==> src/rtl/pea_maxpool2x2_pkg.sv <==
// Shared definitions for the 2x2 stride-2 max-pool stage: lane geometry and FSM encoding.
package pea_maxpool2x2_pkg;

  localparam int unsigned PEA_NUM_DEF = 4;
  localparam int unsigned LANE_DW     = 8;

  typedef enum logic [1:0] {
    StIdle = 2'd0,
    StRun  = 2'd1,
    StDone = 2'd2
  } state_e;

endpackage

==> src/rtl/pea_maxpool2x2_pool_line_buf.sv <==
// Single-port line buffer with synchronous read; one write or one read per cycle.
module pea_maxpool2x2_pool_line_buf #(
  parameter int unsigned Depth = 128,
  parameter int unsigned Width = 32,
  localparam int unsigned AW   = $clog2(Depth)
) (
  input  logic             clk,
  input  logic             we,
  input  logic             re,
  input  logic [AW-1:0]    addr,
  input  logic [Width-1:0] wdata,
  output logic [Width-1:0] rdata
);

  logic [Width-1:0] mem [Depth];

  // rdata only changes on a read so it stays valid across input gaps
  always_ff @(posedge clk) begin
    if (we) begin
      mem[addr] <= wdata;
    end else if (re) begin
      rdata <= mem[addr];
    end
  end

endmodule

==> src/rtl/pea_maxpool2x2.sv <==
// 2x2 stride-2 signed max pooling over PEA_NUM parallel lanes of a raster pixel stream.
// Define POOL_RELU_EN to clamp negative pooled lanes to zero.
module pea_maxpool2x2
  import pea_maxpool2x2_pkg::*;
#(
  parameter int unsigned PEA_NUM = PEA_NUM_DEF,
  parameter int unsigned MAX_COL = 256,
  parameter int unsigned DW      = LANE_DW
) (
  input  logic                  clk,
  input  logic                  rst,
  input  logic                  start,
  input  logic [8:0]            col,
  input  logic [8:0]            row,
  input  logic [PEA_NUM*DW-1:0] sum_in,
  input  logic                  sum_valid,
  output logic [PEA_NUM*DW-1:0] pool_out,
  output logic                  pool_valid,
  output logic                  busy,
  output logic                  frame_done
);

  localparam int unsigned Depth = MAX_COL / 2;
  localparam int unsigned AW    = $clog2(Depth);
  localparam int unsigned W     = PEA_NUM * DW;

  state_e       state_q;
  logic [8:0]   col_q, row_q, c_q, r_q;
  logic [W-1:0] h_q, lb_rdata, hmax, pooled;
  logic         beat, c_last, r_last, in_win, lb_we, lb_re;

  assign beat   = (state_q == StRun) && sum_valid;
  assign c_last = (c_q == col_q - 9'd1);
  assign r_last = (r_q == row_q - 9'd1);
  // Odd trailing column/row fall outside every window
  assign in_win = (c_q < {col_q[8:1], 1'b0}) && (r_q < {row_q[8:1], 1'b0});
  assign lb_we  = beat && in_win && !r_q[0] && c_q[0];
  assign lb_re  = beat && in_win && r_q[0] && !c_q[0];

  pea_maxpool2x2_pool_line_buf #(
    .Depth (Depth),
    .Width (W)
  ) u_line_buf (
    .clk   (clk),
    .we    (lb_we),
    .re    (lb_re),
    .addr  (c_q[AW:1]),
    .wdata (hmax),
    .rdata (lb_rdata)
  );

  for (genvar i = 0; i < PEA_NUM; i++) begin : g_lane
    logic signed [DW-1:0] px, hv, lb, m_h, m_w;
    assign px  = sum_in[(i+1)*DW-1 -: DW];
    assign hv  = h_q[(i+1)*DW-1 -: DW];
    assign lb  = lb_rdata[(i+1)*DW-1 -: DW];
    assign m_h = (px > hv) ? px : hv;
    assign m_w = (lb > m_h) ? lb : m_h;
    assign hmax[(i+1)*DW-1 -: DW] = m_h;
`ifdef POOL_RELU_EN
    assign pooled[(i+1)*DW-1 -: DW] = m_w[DW-1] ? '0 : m_w;
`else
    assign pooled[(i+1)*DW-1 -: DW] = m_w;
`endif
  end

  always_ff @(posedge clk) begin
    if (rst) begin
      state_q    <= StIdle;
      col_q      <= '0;
      row_q      <= '0;
      c_q        <= '0;
      r_q        <= '0;
      h_q        <= '0;
      pool_out   <= '0;
      pool_valid <= 1'b0;
      busy       <= 1'b0;
      frame_done <= 1'b0;
    end else begin
      pool_valid <= 1'b0;
      frame_done <= 1'b0;
      if (beat && !c_q[0]) begin
        h_q <= sum_in;
      end
      if (beat && in_win && r_q[0] && c_q[0]) begin
        pool_out   <= pooled;
        pool_valid <= 1'b1;
      end
      unique case (state_q)
        StIdle: begin
          if (start) begin
            col_q <= col;
            row_q <= row;
            c_q   <= '0;
            r_q   <= '0;
            busy  <= 1'b1;
            if (col < 9'd2 || row < 9'd2) begin
              state_q    <= StDone;
              frame_done <= 1'b1;
            end else begin
              state_q <= StRun;
            end
          end
        end
        StRun: begin
          if (sum_valid) begin
            if (c_last) begin
              c_q <= '0;
              if (r_last) begin
                r_q        <= '0;
                state_q    <= StDone;
                frame_done <= 1'b1;
              end else begin
                r_q <= r_q + 9'd1;
              end
            end else begin
              c_q <= c_q + 9'd1;
            end
          end
        end
        StDone: begin
          state_q <= StIdle;
          busy    <= 1'b0;
        end
        default: state_q <= StIdle;
      endcase
    end
  end

endmodule

==> config.mk <==
export PLATFORM = sky130hd
export DESIGN_NAME = pea_maxpool2x2
export DESIGN_NICKNAME = d
export VERILOG_FILES = /design/src/rtl/pea_maxpool2x2_pkg.sv /design/src/rtl/pea_maxpool2x2_pool_line_buf.sv /design/src/rtl/pea_maxpool2x2.sv
export SDC_FILE = /design/constraint.sdc
export NUM_CORES = 2
export LEC_CHECK = 0
export ABC_AREA = 1
export BUFFER_PORTS_ARGS = -buffer_cell sky130_fd_sc_hd__buf_2
export CAP_MARGIN = 20
export CORE_UTILIZATION = 35
export CTS_CLUSTER_SIZE = 40
export DETAILED_ROUTE_END_ITERATION = 7
export PLACE_DENSITY = 0.57
export SLEW_MARGIN = 20
export SYNTH_ARGS = -nofsm -noshare
export SYNTH_HDL_FRONTEND = slang
export SYNTH_SLANG_ARGS = --single-unit
==> constraint.sdc <==
create_clock -name clk -period 7.8 [get_ports clk]
set_input_delay 1.17 -clock clk [delete_from_list [all_inputs] [get_ports clk]]
set_output_delay 1.17 -clock clk [all_outputs]
set_load 0.02 [all_outputs]
# After elaboration in Yosys (flattened, before gate mapping)
# Memory sizes are Yosys's and may differ from the RTL's. A register that Yosys moved wholly into a read port is not among the register bits.
# Index checks and enable logic that the tools add are counted.
classes:
  addsub: 4
  n_eq_ne: 8
  bitwise: 1
  magnitude_cmp: 12
  mux: 33
  n_reduce_logical: 21
op_table:
  columns: ["op", "count"]
  rows:
  - ["> comparator 8 bit", 8]
  - ["2-to-1 mux 8 bit", 8]
  - ["2-to-1 mux 9 bit", 6]
  - ["case mux 9 bit (2 select lines)", 2]
  - ["adder 9 x 1 -> 9 bit (second input constant)", 2]
  - ["== test 9 bit", 2]
  - ["less-than comparator 9 x 2 -> 1 bit (second input constant)", 2]
  - ["less-than comparator 9 bit", 2]
  - ["subtractor 9 x 1 -> 9 bit (second input constant)", 2]
  - ["2-to-1 mux 2 bit", 5]
  - ["logical AND 1 bit", 9]
  - ["2-to-1 mux 1 bit", 9]
  - ["inequality test 2 bit (second input constant)", 4]
  - ["AND reduction 4 bit", 2]
  - ["AND reduction 2 bit", 3]
  - ["case mux 1 bit (2 select lines)", 2]
  - ["case mux 2 bit (2 select lines)", 1]
  - ["nonzero test 2 bit", 2]
  - ["AND reduction 3 bit", 1]
  - ["== test 2 x 1 -> 1 bit (second input constant)", 1]
  - ["== test 2 bit (second input constant)", 1]
  - ["zero test 1 bit", 2]
  - ["zero test 2 bit", 1]
  - ["logical OR 1 bit", 1]
  - ["inverter 1 bit", 1]
totals:
  ff_bits: 105
  ram_bits: 4096
  word_cells: 90
  mem_count: 1
  in_bits: 54
  output_inout_bits: 35
mem_list:
  columns: ["name", "depth", "word_bits", "read_ports", "rd_ports_with_merged_regs", "wr", "line_no", "text"]
  rows:
  - ["u_line_buf.mem", 128, 32, 1, 1, 1, "pea_maxpool2x2_pool_line_buf.sv:15", "logic [Width-1:0] mem [Depth];"]

# Longest topological paths before layout
depth:
  depth_word: 7
  depth_mapped: 27
  ltp_nobuf: 27

# Hierarchy
# From an unflattened synthesis, not the netlist that was laid out.
unflattened:
  cells_unflattened: 18245
  area_unflattened_um2: 182110.9
by_module_without_submodules:
  columns: ["mod", "area_per_inst_um2", "seq_area_each_um2", "cells_each", "instances"]
  rows:
  - ["pea_maxpool2x2_pool_line_buf", 174242.1, 123958.9, 17057, 1]
  - ["pea_maxpool2x2", 7868.8, 2102.0, 1188, 1]

# Least setup slack after synthesis
# Ideal clock, no wire load.
synth_path:
  path_type: "input to register"
  start: "input sum_in[0]"
  end: "register pool_out[0]"
  t_arrival_ns: 5.621
  required_ns: 7.688
  path_stages: 20
  path_slack_ns: 2.068
  path_buffers: 0
  setup_ns: 0.112
  path_cell_list: "inv_1 ha_1 nand3_1 nor2_1 a22oi_1 nand2_1 nand2_1 and2_1 ha_1 inv_1 a21oi_1 o21ai_0 nand2_1 nand3_1 a21oi_1 inv_1 nand2_1 nand2_1 nor2_1 nor2_1"
synth_via:
  elab_chain_len: 4
synth_rtl:
  columns: ["item", "line_no", "text"]
  rows:
  - ["start, declared", "pea_maxpool2x2.sv:15", "input logic [PEA_NUM*DW-1:0] sum_in,"]
  - ["> comparator 8 bit", "pea_maxpool2x2.sv:57", "assign m_h = (px > hv) ? px : hv;"]
  - ["2-to-1 mux 8 bit (*)", "pea_maxpool2x2.sv:57", null]
  - ["net g_lane[0].m_h[0]", "pea_maxpool2x2.sv:53", "logic signed [DW-1:0] px, hv, lb, m_h, m_w;"]
  - ["> comparator 8 bit", "pea_maxpool2x2.sv:58", "assign m_w = (lb > m_h) ? lb : m_h;"]
  - ["2-to-1 mux 8 bit (*)", "pea_maxpool2x2.sv:58", null]
  - ["end signal, assigned", "pea_maxpool2x2.sv:86", "pool_out <= pooled;"]
  - ["end, declared", "pea_maxpool2x2.sv:17", "output logic [PEA_NUM*DW-1:0] pool_out,"]
# Mark *: on every way through the listed nets, which the timed path passes. The rest lies on a longest branch.
# A chain may end at the register's enable or synchronous reset.

# Worst setup path after layout
layout_path:
  start: "register c_q[2]"
  end: "memory u_line_buf.mem[69][2], enable pin"
layout_via:
  elab_chain_len: 7
layout_rtl:
  columns: ["item", "line_no", "text"]
  rows:
  - ["start, declared", "pea_maxpool2x2.sv:28", "logic [8:0] col_q, row_q, c_q, r_q;"]
  - ["start signal, assigned", "pea_maxpool2x2.sv:117", "c_q <= c_q + 9'd1;"]
  - ["less-than comparator 9 bit", "pea_maxpool2x2.sv:36", "assign in_win = (c_q < {col_q[8:1], 1'b0}) && (r_q < {row_q[8:1], 1'b0});"]
  - ["logical AND 1 bit", "pea_maxpool2x2.sv:36", null]
  - ["logical AND 1 bit (3 in a row)", "pea_maxpool2x2.sv:37", "assign lb_we = beat && in_win && !r_q[0] && c_q[0];"]
  - ["2-to-1 mux 1 bit", "pea_maxpool2x2_pool_line_buf.sv:19", "if (we) begin"]
  - ["2-to-1 mux 1 bit (not written as such)", "pea_maxpool2x2_pool_line_buf.sv:20", "mem[addr] <= wdata;"]
  - ["end, declared", "pea_maxpool2x2_pool_line_buf.sv:15", null]
# Parallel ways exist; a longest one is shown, timed or not.

==> metrics.yaml <==
synthesis:
  synth-xor-area-share_pct: 0.0836
  syn-instance-count: 12482
  yosys_most_used_dff: "edfxtp_1"
  ys_seq_area_share_pct: 77.2
  netlist_area_um2: 163000
  synthSimpleGateAreaFrac_pct: 14.5
  synth_top_family_by_area: "simple AND/OR/NAND/NOR gates"
  async_reset_ff_share_pct: 0
  synth_seq_cells: 4233
  synthesis.nets: 12618
  synth-edff-count: 4128
  yosys_warnings: 0
  synth.distinct_cells: 43
  syn_avg_cell_area_um2: 13.1
  synth.mux.area_fraction_pct: 0
  synth_compound_area_share_pct: 4.93
  synth_fa_ha_area_share_pct: 0.629
flow_run:
  drv_cap: 0
status:
  status: "completed"
placed_design:
  place_hpwl_um: 322000
  dpl.cell_count: 18555
  place.gp.congestion: 0.893
  post_dp_cell_area_um2: 173000
  port-buffer-count: 88
worst_setup_path:
  critPathSlowestCell: "nor3_2"
  worst_setup_path_end_kind: "flop"
  crit_chain: "buf_4 -> ha_1 -> a21oi_1 -> o21ai_1 -> nand2_1 -> nand2_1 -> nor2_1 -> nand4_1 -> buf_12 -> buf_4 -> nor3_2 -> buf_4"
  slowest_delay_ns: 0.79
  critPathMostFrequentCell: "buf_4"
  cp_max_fo: 82
  crit_required_ns: 8.39
  crit_path_start_kind: "flop"
  critPathKind: "flop to flop"
  crit_arrival_ns: 5.54
die:
  die_x_um: 685
  initial_core_util_pct: 35.2
  die_h_um: 685
  pin_count: 89
  core_area_um2: 464000
  die-area_um2: 469000
  rows: 250
clocking:
  cts_root_buf: "clkbuf_16"
  cts_tree: "done"
  cts_hold_buffers: 0
  path_clk_slew_ns: 0.06
  clock-sinks: 4233
  cts_inserted_buffers: 415
  clkLatencyLatePin_ns: 1.01
  htreeDepth: 5
  clk_path_buf_depth: 4
  cts_setup_buffers: 0
  postCtsResizedCells: 0
sta:
  hold_viol_final: 0
  finClkSkew_ns: 0.0777
  fmaxAchievable_ghz: 0.202
  finalCritPeriodShare_pct: 63.5
  slew_headroom_pct: 13.6
  tns_ns: 0
  slew_viol_final: 0
  finalSetupViolations: 0
  min_period_ns: 4.95
  grt_setup_unrepaired: "false"
  tightest_slew_ns: 1.28
routing:
  vias_per_cell: 5.41
  drc_errors: 0
  vias: 104669
  ant_nets: 0
  drt_pass1_iterations: 6
  wl_per_cell_um: 28.6
  drtIter0Drc: 14772
  drt_wl_total_um: 553000
grt:
  grt_usage_pct: 22.8
  antenna_found_initial: 30
  grt_first_pass_wirelength_um: 765000
  grt_pass1_vias: 96913
  gr-total-overflow: 0
  grt_max_degree: 129
finish:
  fin_area_um2: 187000
  final_cell_mix: "nand2_1 (4254), edfxtp_1 (4128), nand4_1 (521), inv_1 (438), clkbuf_16 (419)"
  area_growth_syn_to_layout_pct: 14.3
  finalNonFillerCells: 19336
  drive_above_1_share_pct: 9.70
  final_common_cell: "nand2_1"
  fin_nets: 12935
pwr:
  power_density_nw_per_um2: 259
  leakage_uw: 0.0635
  ir_drop_mv: 0.208
min_path:
  hp-class: "input port to flop"
-- metrics by stage --
step                power, uW  util [%]  worst slack, ns  hold WS, ns
finish                  48300      40.2             2.85        0.453
global placement        29100      37.4             2.52        0.465
floorplan               27700         -             2.07        0.461
detailed placement      29100      37.4             2.54        0.470
CTS                     48400      40.2             3.00        0.384
global route            49400      40.2             2.82        0.439
-- power by group --
| group | internal [uW] | switching (uW) | leakage (uW) |
|---|---|---|---|
| combinational | 299 | 2300 | 0.0191 |
| sequential | 26000 | 30.7 | 0.0380 |
| clock | 10900 | 8770 | 0.00640 |
| total | 37200 | 11100 | 0.0635 |
-- final timing paths --
kind	cells past startpoint	startpoint	slack (ns)	endpoint
min reg2reg	2	busy$_SDFFE_PP0P_	0.48	busy$_SDFFE_PP0P_
min	3	sum_in[28]	0.45	h_q[28]$_SDFFE_PP0P_
max	12	c_q[2]$_SDFFE_PP0P_	2.85	u_line_buf.mem[69][2]$_DFFE_PP_
max reg2reg	12	c_q[2]$_SDFFE_PP0P_	2.85	u_line_buf.mem[69][2]$_DFFE_PP_
-- registers in the layout, indices dropped and copies added, names as in the netlist --
name and flops:
pool_out 32, r_q 9, frame_done 1, u_line_buf.rdata 32, u_line_buf.mem 4096, pool_valid 1, c_q 9, h_q 32
state_q 2, row_q 9, busy 1, col_q 9
-- area by class of cell --
class                   count  area, um2
well taps                6174       7720
clock inverters           244       2270
clock buffers             518      10900
flip-flops and latches   4233     126000
inverters                 488       1950
repair buffers            489       4010
multi-input cells        7172      33600
fillers                 42741     277000
diodes                     18       45.0
-- synthesized netlist by cell type (11+ instances only) --
library cell  instances  share of area, %
o21ai_1              75              0.23
nand2_1            4256               9.8
ha_1                 82              0.63
clkbuf_1            274              0.63
nor2_1              383              0.88
a22oi_1             359               1.7
inv_2                12             0.028
inv_1               468               1.1
dfxtp_1             105               1.3
o2bb2ai_1            66              0.35
buf_2               233              0.71
buf_1                80              0.18
nand4_1             521               2.0
a21oi_1             409               1.3
nor3_1              157              0.48
nand3_1             375               1.1
edfxtp_1           4128                76
or2_2                11             0.042
a22o_1               12             0.064
o21ai_0             368               1.1
o21bai_1             12             0.055
-- cell families after synthesis --
family,count (synthesis)
simple gates,5735
buf+inv,1077
xor+xnor,14
fa+ha+maj,82
flops,4233
compound gates,1341
-- routing by layer --
metal,GRT usage (%),vias to the layer above,share of wire [%]
met2,35.4,5936,45
met5,0,-,0.0040
li1,-,45259,-
met3,4.41,1021,10
met4,11.1,4,5.7
met1,30.9,52449,39
-- critical path, delay by kind of cell (launching register included) --
family	cells	cell delay [ns]
buffers and inverters	4	1.90
adders and majority gates	1	0.35
AOI/OAI and AO/OA	2	0.23
DFF	1	0.45
and+or+nand+nor	5	1.22
Note: power is estimated with default switching activity, not from simulation.
